<file path="src/rtl/pipeline_mem_wb_skid.sv">
// MEM/WB pipeline register with a 2-entry skid buffer, flush and x0-write suppression.
// Define PMW_STALL_CNT_EN to add the saturating stall_cnt back-pressure counter port.
module pipeline_mem_wb_skid #(
    parameter int XLEN   = 32,
    parameter int REG_AW = 5,
    parameter int CNT_W  = 32
) (
    input  logic              clk,
    input  logic              rst,
    input  logic              flush,
    input  logic              in_valid,
    output logic              in_ready,
    input  logic [XLEN-1:0]   in_data,
    input  logic [XLEN-1:0]   in_alu_res,
    input  logic [XLEN-1:0]   in_sign_imm,
    input  logic              in_reg_write,
    input  logic [1:0]        in_mem2reg,
    input  logic [REG_AW-1:0] in_rd,
    output logic              out_valid,
    input  logic              out_ready,
    output logic [XLEN-1:0]   out_data,
    output logic [XLEN-1:0]   out_alu_res,
    output logic [XLEN-1:0]   out_sign_imm,
    output logic              out_reg_write,
    output logic [1:0]        out_mem2reg,
    output logic [REG_AW-1:0] out_rd
`ifdef PMW_STALL_CNT_EN
    ,
    output logic [CNT_W-1:0]  stall_cnt
`endif
);

    typedef struct packed {
        logic [XLEN-1:0]   data;
        logic [XLEN-1:0]   alu_res;
        logic [XLEN-1:0]   sign_imm;
        logic              reg_write;
        logic [1:0]        mem2reg;
        logic [REG_AW-1:0] rd;
    } ent_t;

    typedef enum logic [1:0] {EMPTY, ONE, TWO} state_t;

    state_t state;
    ent_t   main_q;
    ent_t   skid_q;
    ent_t   in_ent;
    logic   valid_q;
    logic   rdy_q;
    logic   accept;
    logic   consume;

    // Writes to x0 are dropped at capture so downstream never sees them.
    assign in_ent = '{
        data:      in_data,
        alu_res:   in_alu_res,
        sign_imm:  in_sign_imm,
        reg_write: in_reg_write && (in_rd != '0),
        mem2reg:   in_mem2reg,
        rd:        in_rd
    };

    assign accept  = in_valid && rdy_q;
    assign consume = valid_q && out_ready;

    always_ff @(posedge clk) begin
        if (!rst) begin
            state   <= EMPTY;
            main_q  <= '0;
            skid_q  <= '0;
            valid_q <= 1'b0;
            rdy_q   <= 1'b0;
        end else if (flush) begin
            state   <= EMPTY;
            valid_q <= 1'b0;
            rdy_q   <= 1'b1;
        end else begin
            unique case (state)
                EMPTY: begin
                    rdy_q <= 1'b1;
                    if (accept) begin
                        main_q  <= in_ent;
                        valid_q <= 1'b1;
                        state   <= ONE;
                    end
                end
                ONE: begin
                    if (accept && consume) begin
                        main_q <= in_ent;
                    end else if (accept) begin
                        skid_q <= in_ent;
                        rdy_q  <= 1'b0;
                        state  <= TWO;
                    end else if (consume) begin
                        valid_q <= 1'b0;
                        state   <= EMPTY;
                    end
                end
                TWO: begin
                    if (consume) begin
                        main_q <= skid_q;
                        rdy_q  <= 1'b1;
                        state  <= ONE;
                    end
                end
                default: begin
                    valid_q <= 1'b0;
                    rdy_q   <= 1'b1;
                    state   <= EMPTY;
                end
            endcase
        end
`ifdef PMW_STALL_CNT_EN
        if (!rst) begin
            stall_cnt <= '0;
        end else if (!flush && valid_q && !out_ready && stall_cnt != '1) begin
            stall_cnt <= stall_cnt + CNT_W'(1);
        end
`endif
    end

    assign in_ready      = rdy_q;
    assign out_valid     = valid_q;
    assign out_data      = main_q.data;
    assign out_alu_res   = main_q.alu_res;
    assign out_sign_imm  = main_q.sign_imm;
    assign out_reg_write = valid_q && main_q.reg_write;
    assign out_mem2reg   = main_q.mem2reg;
    assign out_rd        = main_q.rd;

endmodule

</file>
<file path="config.mk">
export PLATFORM = sky130hd
export DESIGN_NAME = pipeline_mem_wb_skid
export DESIGN_NICKNAME = d
export VERILOG_FILES = /design/src/rtl/pipeline_mem_wb_skid.sv
export SDC_FILE = /design/constraint.sdc
export NUM_CORES = 1
export LEC_CHECK = 0
export ABC_AREA = 1
export CAP_MARGIN = 20
export CORE_MARGIN = 2
export CORE_UTILIZATION = 25
export DETAILED_ROUTE_END_ITERATION = 16
export PLACE_DENSITY = 0.47
export SLEW_MARGIN = 20
export SYNTH_ARGS = -nofsm -noshare
export SYNTH_HDL_FRONTEND = slang
export SYNTH_SLANG_ARGS = --single-unit
export TNS_END_PERCENT = 100
</file>
<file path="constraint.sdc">
create_clock -name clk -period 1.4 [get_ports clk]
set_input_delay 0.28 -clock clk [delete_from_list [all_inputs] [get_ports clk]]
set_output_delay 0.28 -clock clk [all_outputs]
set_load 0.05 [all_outputs]
</file>
==> flow_summary.ini <==
[sta]
tightestPinTransition_ns = 0.341
final.min_clock_period_ns = 1.52
timing.final.max_slew_violations = 0
setup-tns-final_ns = -4.14
fmax_mhz = 656
hold_ws_ns = 0.0356
rsz0062_at_grt = yes
final_critical_path_setup_slack_ns = -0.124
max_slew_margin = 0.773
report.final.hold_viol_count = 0
finalCritPeriodShare = 1.09
timing.clock.skew_ns = 0.0108
setup_viol = 70

[critical_path]
number_of_cells_on_the_critical_path = 4
setup.worst_path.start = out_valid$_SDFFE_PP0P_
worst_setup_path_endpoint = out_reg_write
critical-path-top-delay-family = flip-flops
timing.critical_path.cells = buf_6, nand2_4, inv_4, buf_12
critical_path.reg2reg.startpoint = out_valid$_SDFFE_PP0P_
regToRegSetupSlack_ns = -0.11
cp_max_fo = 3
worst_path_max_delay_cell = dfxtp_4
path_class = reg2out
critical_path_required_ns = 1.12
arrival_ns = 1.24
reg2regPathDepth = 10
crit_path_max_incr_delay_ns = 0.34
category_of_the_worst_setup_path_capture_point = output port
r2r-end = skid_q[55]$_SDFFE_PN0P_
critPathLaunchType = flip-flop
worst-path-buf-inv = 3

[synthesis]
yosysMostFrequentCell = nand2_1
synthesis.area_um2 = 10100
async_flop_share = 0
synth_area_per_cell_um2 = 6.32
syn-instance-count = 1591
synth-seq-cells = 212
yosys_most_used_dff = dfxtp_1
synth-warning-count = 0
synth-edff-count = 0
synth.area.top_cells = dfxtp_1 42%, nand2_1 20%, nor2_1 16%
number_of_nets_in_the_synthesized_netlist = 1700
synth_top_cell_area_share = 0.422
netlist-cell-type-count = 17
seq_area_frac_synth = 0.422
synth_area_leader = dfxtp_1
post_synth_most_frequent_cells = 531 x nand2_1, 424 x nor2_1, 212 x dfxtp_1

[min_path]
hold_depth = 3
worst_hold_path_type = in2reg

[layout]
fill_cells = 4156
design_area_um2 = 15200
nets = 1820
core_util_final = 0.383
post_route_cells_drive_above_1_share = 0.193
synthToLayoutAreaGrowth_pct = 51.4
multi_input_comb_area_um2 = 4470
stdcell_count = 2256
seq_area_um2 = 4300

[clock_tree]
clock_transition_at_the_registers_of_the_reported_paths_ns = 0.06
cts_tree = done
clock-root-buffer = clkbuf_16
cts-buffers-inserted = 26
cts_hold_repair.buffers = 0
h-tree-depth = 1
cts-root-to-sink-buffers = 3
cts_sinks = 212
insertion_delay_ns = 0.54

[power_and_ir_drop]
cellPowerDensity_nw_per_um2 = 1060
power.total_mw = 16.1
power.static_leakage_nw = 6.96
maximum_vdd_drop_uv = 752

[global_route]
vias_in_the_first_global_route = 8925
maximum_number_of_pins_on_one_net_before_global_route_repair = 58
grt_first_pass_wirelength_um = 50300
initial_antenna_violation_count = 3
grt_overflow = 0
gr-usage-all-layers = 0.153

[placement]
globalplace.congestion = 0.752
place.detailed.hpwl_um = 19100
dp.cells = 2174
place_ws_ns = -0.348
portBuffers = 214
placed_cell_area_um2 = 13200

[flow_run]
max_cap_viol_count = 0

[route]
via_count = 9404
drt_first_pass_iters = 5
wl_per_cell_um = 15.0
drtIter0Drc = 412
detail-route-antenna-nets = 0
vias_per_cell = 4.17
drc = 0
routed_wl_um = 33900

[floorplan]
ioPinCount = 215
num_rows = 73
initial_utilization = 0.253
core_region_area_um2 = 39700
die_height_um = 205
floorplan.die.width_um = 205
floorplan.die_area_um2 = 41800

[status]
failing_checks = negative setup slack
status = finished with violations
-- worst min-delay path by stage --
stage / start / end / slack (ns)
floorplan: in_alu_res[3] / skid_q[43]$_SDFFE_PN0P_ / 0.44
global placement: skid_q[18]$_SDFFE_PN0P_ / skid_q[18]$_SDFFE_PN0P_ / 0.46
detailed placement: skid_q[39]$_SDFFE_PN0P_ / skid_q[39]$_SDFFE_PN0P_ / 0.47
CTS: rst / out_data[31]$_SDFFE_PN0P_ / 0.005
global route: rst / out_data[31]$_SDFFE_PN0P_ / 0.03
finish: rst / out_data[31]$_SDFFE_PN0P_ / 0.04
-- cell type report --
class,count,share of cell area
antenna,1,0.000164
clock buffer,41,0.0524
clock inverter,6,0.00370
tap,525,0.0432
multi-input combinational,1074,0.294
sequential,212,0.283
timing repair buffer,284,0.295
inverter,113,0.0290
-- worst register-to-register path: stages, from the launching register on --
cell       delay, ns
dfxtp_4         0.34
nand2_1         0.10
inv_2           0.07
nor2_4          0.13
nand2_4         0.08
buf_12          0.13
inv_8           0.07
buf_8           0.13
bufbuf_16       0.27
nor2_1          0.04
nor2_1          0.09
-- where the power goes --
part,internal (mW),switching [mW],total [mW]
registers,6.25,0.207,6.45
logic,1.38,1.45,2.83
clock network,4.07,2.73,6.80
-- layout by cell type (no fill, tap or decap), drive strengths merged --
master / count
o22ai: 1
clkbuf: 51
nor3: 1
inv: 114
nand2: 533
clkinv: 4
dfxtp: 212
buf: 166
o21ai: 104
nand3: 4
a21oi: 5
bufbuf: 1
clkdlybuf4s50: 107
nand4: 1
diode: 1
nor2: 425
bufinv: 1
-- layer usage --
metal / global-route usage / up-vias / routed length (um)
met5: 0 / - / 30
met4: 0.0370 / 4 / 641
met3: 0.0410 / 44 / 2380
met2: 0.252 / 213 / 15600
met1: 0.200 / 4251 / 15300
li1: - / 4892 / -
-- state kept, by name, summed over array words and instances, names as in the netlist --
name and cells:
skid_q 104, main_q 1, out_rd 5, out_data 32
out_valid 1, out_sign_imm 32, out_mem2reg 2, in_ready 1
state 2, out_alu_res 32
-- repair_timing --
action	4_1_cts	5_1_grt
gates resized for setup	79	121
pin swaps	7	20
hold endpoints to repair	0	0
cloned	9	12
endpoints found under the setup margin	194	238
buffers inserted	14	1
-- cells by family (layout without fill, tap and decap cells) --
logic type / after synthesis / count (layout) / synth area share
AND/OR/NAND/NOR: 964 / 964 / 0.362
flip-flops: 212 / 212 / 0.422
other: 0 / 1 / 0
AO/OA/AOI/OAI: 110 / 110 / 0.0549
buffers and inverters: 305 / 444 / 0.161
(Power assumes the default switching activity.)
